File: src/rtl/y86_pkg.sv
`default_nettype none
// ---------------------------------------------------------------------------
// y86_pkg
// Shared Y86-64 encodings: icodes, ALU ops, condition functions, CC layout.
// Revision: 1.0
// ---------------------------------------------------------------------------
package y86_pkg;

  // Instruction codes
  localparam logic [3:0] I_HALT   = 4'h0;
  localparam logic [3:0] I_NOP    = 4'h1;
  localparam logic [3:0] I_RRMOVQ = 4'h2;  // rrmovq / cmovXX
  localparam logic [3:0] I_IRMOVQ = 4'h3;
  localparam logic [3:0] I_RMMOVQ = 4'h4;
  localparam logic [3:0] I_MRMOVQ = 4'h5;
  localparam logic [3:0] I_OPQ    = 4'h6;
  localparam logic [3:0] I_JXX    = 4'h7;
  localparam logic [3:0] I_CALL   = 4'h8;
  localparam logic [3:0] I_RET    = 4'h9;
  localparam logic [3:0] I_PUSHQ  = 4'hA;
  localparam logic [3:0] I_POPQ   = 4'hB;

  // ALU operations (match the OPq ifun encoding)
  typedef enum logic [1:0] {
    ALU_ADD = 2'd0,
    ALU_SUB = 2'd1,
    ALU_AND = 2'd2,
    ALU_XOR = 2'd3
  } alu_op_e;

  // Condition functions for cmovXX / jXX
  localparam logic [3:0] C_YES = 4'h0;
  localparam logic [3:0] C_LE  = 4'h1;
  localparam logic [3:0] C_L   = 4'h2;
  localparam logic [3:0] C_E   = 4'h3;
  localparam logic [3:0] C_NE  = 4'h4;
  localparam logic [3:0] C_GE  = 4'h5;
  localparam logic [3:0] C_G   = 4'h6;

  // Stack pointer adjustment for call/ret/push/pop
  localparam logic [63:0] STACK_STEP = 64'd8;

  // Condition-code register layout: {ZF,SF,OF}
  typedef struct packed {
    logic zf;
    logic sf;
    logic of;
  } cc_t;

  // Evaluate a branch/move condition against a set of flags
  function automatic logic cond_eval(input cc_t flags, input logic [3:0] fn);
    logic lt;
    lt = flags.sf ^ flags.of;
    case (fn)
      C_YES:   cond_eval = 1'b1;
      C_LE:    cond_eval = lt | flags.zf;
      C_L:     cond_eval = lt;
      C_E:     cond_eval = flags.zf;
      C_NE:    cond_eval = ~flags.zf;
      C_GE:    cond_eval = ~lt;
      C_G:     cond_eval = ~lt & ~flags.zf;
      default: cond_eval = 1'b0;
    endcase
  endfunction

endpackage
`default_nettype wire

File: src/rtl/execute_if.sv
`default_nettype none
// ---------------------------------------------------------------------------
// execute_if
// Bundle between the D/E pipeline register, the execute stage and memory.
// Revision: 1.0
// ---------------------------------------------------------------------------
interface execute_if;
  logic [3:0]  icode;
  logic [3:0]  ifun;
  logic [63:0] valA;
  logic [63:0] valB;
  logic [63:0] valC;
  logic        cnd;
  logic [63:0] valE;
  logic [2:0]  cc;

  // Upstream side: supplies the decoded instruction, observes the results
  modport master (
    output icode, ifun, valA, valB, valC,
    input  cnd, valE, cc
  );

  // Execute stage side
  modport slave (
    input  icode, ifun, valA, valB, valC,
    output cnd, valE, cc
  );
endinterface
`default_nettype wire

File: src/rtl/execute_alu.sv
`default_nettype none
// ---------------------------------------------------------------------------
// alu
// Combinational 64-bit Y86-64 ALU: result = aluB <op> aluA, plus flags.
// Revision: 1.0
// ---------------------------------------------------------------------------
module alu
  import y86_pkg::*;
(
  input  logic [63:0] aluA_i,
  input  logic [63:0] aluB_i,
  input  alu_op_e     alufun_i,
  output logic [63:0] result_o,
  output logic        zf_o,
  output logic        sf_o,
  output logic        of_o
);

  logic [63:0] res_w;
  logic        of_w;

  // Operation select and signed-overflow detection from operand/result signs
  always_comb begin
    res_w = '0;
    of_w  = 1'b0;
    case (alufun_i)
      ALU_ADD: begin
        res_w = aluB_i + aluA_i;
        of_w  = (aluA_i[63] == aluB_i[63]) && (res_w[63] != aluA_i[63]);
      end
      ALU_SUB: begin
        res_w = aluB_i - aluA_i;
        of_w  = (aluA_i[63] != aluB_i[63]) && (res_w[63] != aluB_i[63]);
      end
      ALU_AND: res_w = aluB_i & aluA_i;
      ALU_XOR: res_w = aluB_i ^ aluA_i;
      default: res_w = '0;
    endcase
  end

  assign result_o = res_w;
  assign zf_o     = (res_w == 64'd0);
  assign sf_o     = res_w[63];
  assign of_o     = of_w;

endmodule
`default_nettype wire

File: src/rtl/execute.sv
`default_nettype none
// ---------------------------------------------------------------------------
// execute
// Y86-64 Execute stage: operand muxing into the ALU, valE, the condition-code
// register and the cmov/jump condition.
// Revision: 1.0
// ---------------------------------------------------------------------------
module execute
  import y86_pkg::*;
(
  input  logic     clk,
  input  logic     rst_n,
  execute_if.slave ex
);

  logic [63:0] alu_a_w;
  logic [63:0] alu_b_w;
  alu_op_e     alufun_w;
  logic        res_valid_w;
  logic [63:0] alu_res_w;
  logic        zf_w;
  logic        sf_w;
  logic        of_w;
  logic        set_cc_w;
  cc_t         cc_q;
  cc_t         cc_d;

  // Route operands and pick the ALU function by instruction class
  always_comb begin
    alu_a_w     = '0;
    alu_b_w     = '0;
    alufun_w    = ALU_ADD;
    res_valid_w = 1'b0;
    case (ex.icode)
      I_RRMOVQ: begin
        alu_a_w     = ex.valA;
        res_valid_w = 1'b1;
      end
      I_IRMOVQ: begin
        alu_a_w     = ex.valC;
        res_valid_w = 1'b1;
      end
      I_RMMOVQ, I_MRMOVQ: begin
        alu_a_w     = ex.valC;
        alu_b_w     = ex.valB;
        res_valid_w = 1'b1;
      end
      I_OPQ: begin
        alu_a_w     = ex.valA;
        alu_b_w     = ex.valB;
        alufun_w    = alu_op_e'(ex.ifun[1:0]);
        // Unknown OPq functions produce zero rather than an aliased op
        res_valid_w = (ex.ifun[3:2] == 2'b00);
      end
      I_CALL, I_PUSHQ: begin
        alu_a_w     = STACK_STEP;
        alu_b_w     = ex.valB;
        alufun_w    = ALU_SUB;
        res_valid_w = 1'b1;
      end
      I_RET, I_POPQ: begin
        alu_a_w     = STACK_STEP;
        alu_b_w     = ex.valB;
        res_valid_w = 1'b1;
      end
      default: res_valid_w = 1'b0;
    endcase
  end

  alu u_alu (
    .aluA_i   (alu_a_w),
    .aluB_i   (alu_b_w),
    .alufun_i (alufun_w),
    .result_o (alu_res_w),
    .zf_o     (zf_w),
    .sf_o     (sf_w),
    .of_o     (of_w)
  );

  assign set_cc_w = (ex.icode == I_OPQ) && (ex.ifun <= 4'd3);
  assign ex.valE  = res_valid_w ? alu_res_w : 64'd0;

  // Next CC value: only a valid OPq replaces the flags
  always_comb begin
    cc_d = cc_q;
    if (set_cc_w) begin
      cc_d = '{zf: zf_w, sf: sf_w, of: of_w};
    end
  end

  // CC register, cleared asynchronously
  always_ff @(posedge clk or negedge rst_n) begin
    if (!rst_n) begin
      cc_q <= '0;
    end else begin
      cc_q <= cc_d;
    end
  end

  assign ex.cc  = cc_q;
  // Condition uses the registered flags, so an OPq affects the following cycle
  assign ex.cnd = ((ex.icode == I_RRMOVQ) || (ex.icode == I_JXX))
                  ? cond_eval(cc_q, ex.ifun) : 1'b0;

endmodule
`default_nettype wire

File: src/flat_wrapper.sv
// flat-port wrapper written by rule: the top's interface ports become plain ports
module execute_flat import y86_pkg::*;
  (clk, rst_n, ex_icode, ex_ifun, ex_valA, ex_valB, ex_valC, ex_cnd, ex_valE, ex_cc);
  execute_if ex_i ();
  input  logic clk;
  input  logic rst_n;
  input wire logic [$bits(ex_i.icode)-1:0] ex_icode;
  input wire logic [$bits(ex_i.ifun)-1:0] ex_ifun;
  input wire logic [$bits(ex_i.valA)-1:0] ex_valA;
  input wire logic [$bits(ex_i.valB)-1:0] ex_valB;
  input wire logic [$bits(ex_i.valC)-1:0] ex_valC;
  output wire logic [$bits(ex_i.cnd)-1:0] ex_cnd;
  output wire logic [$bits(ex_i.valE)-1:0] ex_valE;
  output wire logic [$bits(ex_i.cc)-1:0] ex_cc;
  assign ex_i.icode = ex_icode;
  assign ex_i.ifun = ex_ifun;
  assign ex_i.valA = ex_valA;
  assign ex_i.valB = ex_valB;
  assign ex_i.valC = ex_valC;
  assign ex_cnd = ex_i.cnd;
  assign ex_valE = ex_i.valE;
  assign ex_cc = ex_i.cc;
  execute u_core (.clk(clk), .rst_n(rst_n), .ex(ex_i));
endmodule
File: config.mk
export PLATFORM = sky130hd
export DESIGN_NAME = execute_flat
export DESIGN_NICKNAME = d
export VERILOG_FILES = /design/src/rtl/y86_pkg.sv /design/src/rtl/execute_if.sv /design/src/rtl/execute_alu.sv /design/src/rtl/execute.sv /design/src/flat_wrapper.sv
export SDC_FILE = /design/constraint.sdc
export NUM_CORES = 1
export LEC_CHECK = 0
export ABC_AREA = 1
export BUFFER_PORTS_ARGS = -buffer_cell sky130_fd_sc_hd__buf_2
export CAP_MARGIN = 10
export CELL_PAD_IN_SITES_DETAIL_PLACEMENT = 0
export CELL_PAD_IN_SITES_GLOBAL_PLACEMENT = 1
export CORE_MARGIN = 8
export CORE_UTILIZATION = 41
export DETAILED_ROUTE_END_ITERATION = 10
export HOLD_SLACK_MARGIN = 0.15
export PLACE_DENSITY_LB_ADDON = 0.1
export SLEW_MARGIN = 25
export SYNTH_ARGS = -nofsm -noshare
export SYNTH_HDL_FRONTEND = slang
export SYNTH_SLANG_ARGS = --single-unit
File: constraint.sdc
create_clock -name clk -period 5.4 [get_ports clk]
set_input_delay 0.27 -clock clk [delete_from_list [all_inputs] [get_ports clk]]
set_output_delay 0.27 -clock clk [all_outputs]
set_load 0.05 [all_outputs]
==> impl_metrics.toml <==
[timing]
rsz0062_at_grt = "no"
finalHoldViolCount = 0
worst-slew-pin-transition_ns = 1.00
finalHoldWorstSlack_ns = 0.368
drv_slew = 0
max_freq_ghz = 0.191
period_needed_ns = 5.25
tns_ns = 0
period_share_pct = 97.2
skew_ns = 0
relSlewSlack_pct = 33.0
finalSetupViolCount = 0

[worst_setup_path]
cp_data_required_time_ns = 5.57
crit_path_end = "u_core.ex.cc[2]"
critPathLaunch = "ex_icode[0]"
cp-start-kind = "input pin"
r2r-end = "u_core.ex.cc[2]"
worstSetupPathType = "input pin to flop"
ff2ff_path_depth = 2
worstReg2RegStart = "u_core.ex.cc[2]"
path_max_fanout = 27
cp.arrival_ns = 5.42
regToRegSetupSlack_ns = 4.69
cp-end-kind = "flop"

[placement]
portBuffers = 269
gp_congestion = 1.11
dp_hpwl_mm = 78.2

[final_layout]
fin_util_pct = 46.4
fin_nets = 4160
drive_gt1_share_pct = 8.75
largest_reg_flops = 3
syn2layout_area_growth_pct = 12.5

[floorplanning]
coreArea_um2 = 39400
dieArea_um2 = 46200
initial_core_util_pct = 41.2
die_w_um = 215
pin_count = 270
placementRows = 73
dieHeight_um = 215

[synth]
yosysWarnings = 0
ys_top_cells_by_area = "nand2_1 28%, inv_1 22%, ha_1 11%"
synth.avg_cell_area_um2 = 4.53
async_reset_ff_share_pct = 100
ys_ff_latch = 3
synth_top_area_share_pct = 28.3
ys.flop_type = "dfrtp_1"
synth_cells = 3584
synth_nets = 3926
yosysSeqAreaShare_pct = 0.462
yosysUniqueCellTypes = 44
synth_edf_count = 0
syn-cell-area_um2 = 16200
yosysTopAreaCell = "nand2_1"

[detailed_routing]
wl_per_cell_um = 20.7
vias_per_cell = 5.43
firstDrtPassIters = 6
antenna_left = 0
drt_iter0_markers = 2908
wl_mm = 90.1
drc = 0
vias = 23600

[grt]
grt_pass1_vias = 21900
grt.overflow.total = 0
grt_max_degree = 47
grt_pass1_wl_mm = 131
grtUsageTotal_pct = 36.6
antenna_found_initial = 2

[clocking]
cts.htree.levels = 1
cts_tree = "built"
root_buffer = "clkbuf_16"
cts-buffers-inserted = 3
clk_latency_ns = 0.23
clockBufferDepth = 2
clkTransAtPathRegs_ns = 0.03
cts.sinks = 3

[power_and_ir_drop]
p_sw_share_pct = 70.5
power_leakage_uw = 0.0121
p_switching_uw = 1900
worst_ir_drop_vdd_mv = 0.0949
pwr-share-clk_pct = 4.5
design_power_total_uw = 2700
powerDensity_nw_per_um2 = 148
seqPwrFrac_pct = 1.0
p_int_uw = 796
p_comb_share_pct = 94.4

[outcome]
status = "complete, no violations"

[flow_run]
max_cap_violations = 0

[worst_hold_path]
hold_class = "input pin to asynchronous set/reset pin"
==> cell families (layout without fill, tap and decap cells) <==
| kind of cell | after synthesis | count (layout) | share of synthesized area [%] |
|---|---|---|---|
| buffers and inverters | 1020 | 1253 | 24.0 |
| xor gates and xnor gates | 8 | 8 | 0.432 |
| AOI/OAI and AO/OA | 377 | 377 | 13.0 |
| other | 0 | 2 | 0 |
| adders and majority gates | 140 | 140 | 10.9 |
| DFF | 3 | 3 | 0.462 |
| and+or+nand+nor | 2036 | 2036 | 51.1 |
==> critical path: stages <==
cell and delay, ns:
buf_2 0.12, inv_1 0.08, nand2_1 0.08, nor2_1 0.23, inv_2 0.36, o22ai_1 0.35
inv_1 0.07, ha_1 0.48, nand2_1 0.16, nor2_1 0.44, nand2_1 0.17, nand2_1 0.31
nand2_1 0.14, nand2_1 0.18, nand2_1 0.07, nand3_1 0.21, nand2_1 0.14, nor2_1 0.26
nand3_1 0.30, nor2_1 0.29, nand3_1 0.11, nor2_1 0.16, nand3_1 0.16, nor2_1 0.13
nand2_1 0.06, nand2_1 0.06
==> routing by layer <==
metal  up-vias  routed length, um  global-route usage (%)
met5         -                  9                       0
met4         2               4080                    13.4
met3       203              11500                    9.86
met2      1449              36600                    55.1
met1     10600              37900                    49.2
li1      11300                  -                       -
==> placed cells by master (no fill, tap or decap), drive strengths merged, types with 3 or more instances in the layout <==
| cell | count |
|---|---|
| a31oi | 9 |
| inv | 947 |
| buf | 301 |
| o21bai | 17 |
| nor2 | 437 |
| xor2 | 6 |
| nand3 | 259 |
| nand3b | 22 |
| nand2 | 1225 |
| clkbuf | 4 |
| nor3 | 27 |
| and2 | 5 |
| dfrtp | 3 |
| o21ai | 80 |
| nor4 | 8 |
| a221oi | 3 |
| nand4 | 51 |
| o22ai | 105 |
| a21oi | 154 |
| ha | 138 |
==> cell type report <==
cell class	instances	area, um^2
Tap cell	525	657
Timing Repair Buffer	302	1600
Fill cell	4669	21100
Clock buffer	4	78.8
Antenna cell	2	5.00
Inverter	947	3550
Sequential cell	3	75.1
Multi-Input combinational cell	2561	12300
==> what timing repair did <==
action / in CTS / in global routing
endpoints found under the hold margin: 3 / 0
setup endpoints to repair: 0 / 2
hold buffers: 1 / 0
resized for setup: 0 / 2
buffers inserted: 0 / 0
==> how the worst min path moves through the flow <==
stage	slack, ns	endpoint
2_1_floorplan	-0.03	u_core.ex.cc[0]
3_3_place_gp	0.08	u_core.ex.cc[0]
3_5_place_dp	0.08	u_core.ex.cc[0]
4_1_cts	0.37	u_core.ex.cc[1]
5_1_grt	0.39	u_core.ex.cc[1]
6_report	0.37	u_core.ex.cc[1]
==> power by group through the flow <==
| stage | logic, uW | clock network, uW | registers, uW |
|---|---|---|---|
| 3_5_place_dp | 2420 | 0 | 27.4 |
| 4_1_cts | 2430 | 121 | 27.2 |
| 5_1_grt | 2720 | 123 | 27.8 |
| 3_3_place_gp | 2420 | 0 | 27.3 |
| 2_1_floorplan | 1590 | 0 | 35.7 |
| 6_report | 2550 | 123 | 27.3 |
==> metrics by stage <==
step,cells,setup slack (ns),instance area [um^2]
6_report,4344,0.151,18300
5_1_grt,4342,0.0579,18200
4_1_cts,4342,0.228,18200
3_5_place_dp,4337,0.204,18100
3_3_place_gp,4337,0.133,18100
2_1_floorplan,3584,1.66,16200
==> cells in the mapped netlist, drive strengths merged, types with 2 or more instances <==
library cell	number
a31oi	9
a22o	2
buf	40
nand2	1225
nor2	437
nand3b	22
o21bai	17
nor4	8
and2	5
a221oi	3
nand3	259
clkbuf	33
o221ai	2
nand4	51
ha	138
o22ai	105
fa	2
inv	946
xnor2	2
nor3	27
dfrtp	3
o21ai	80
xor2	6
a21oi	154
No activity file was read; power rests on OpenSTA's default activity.
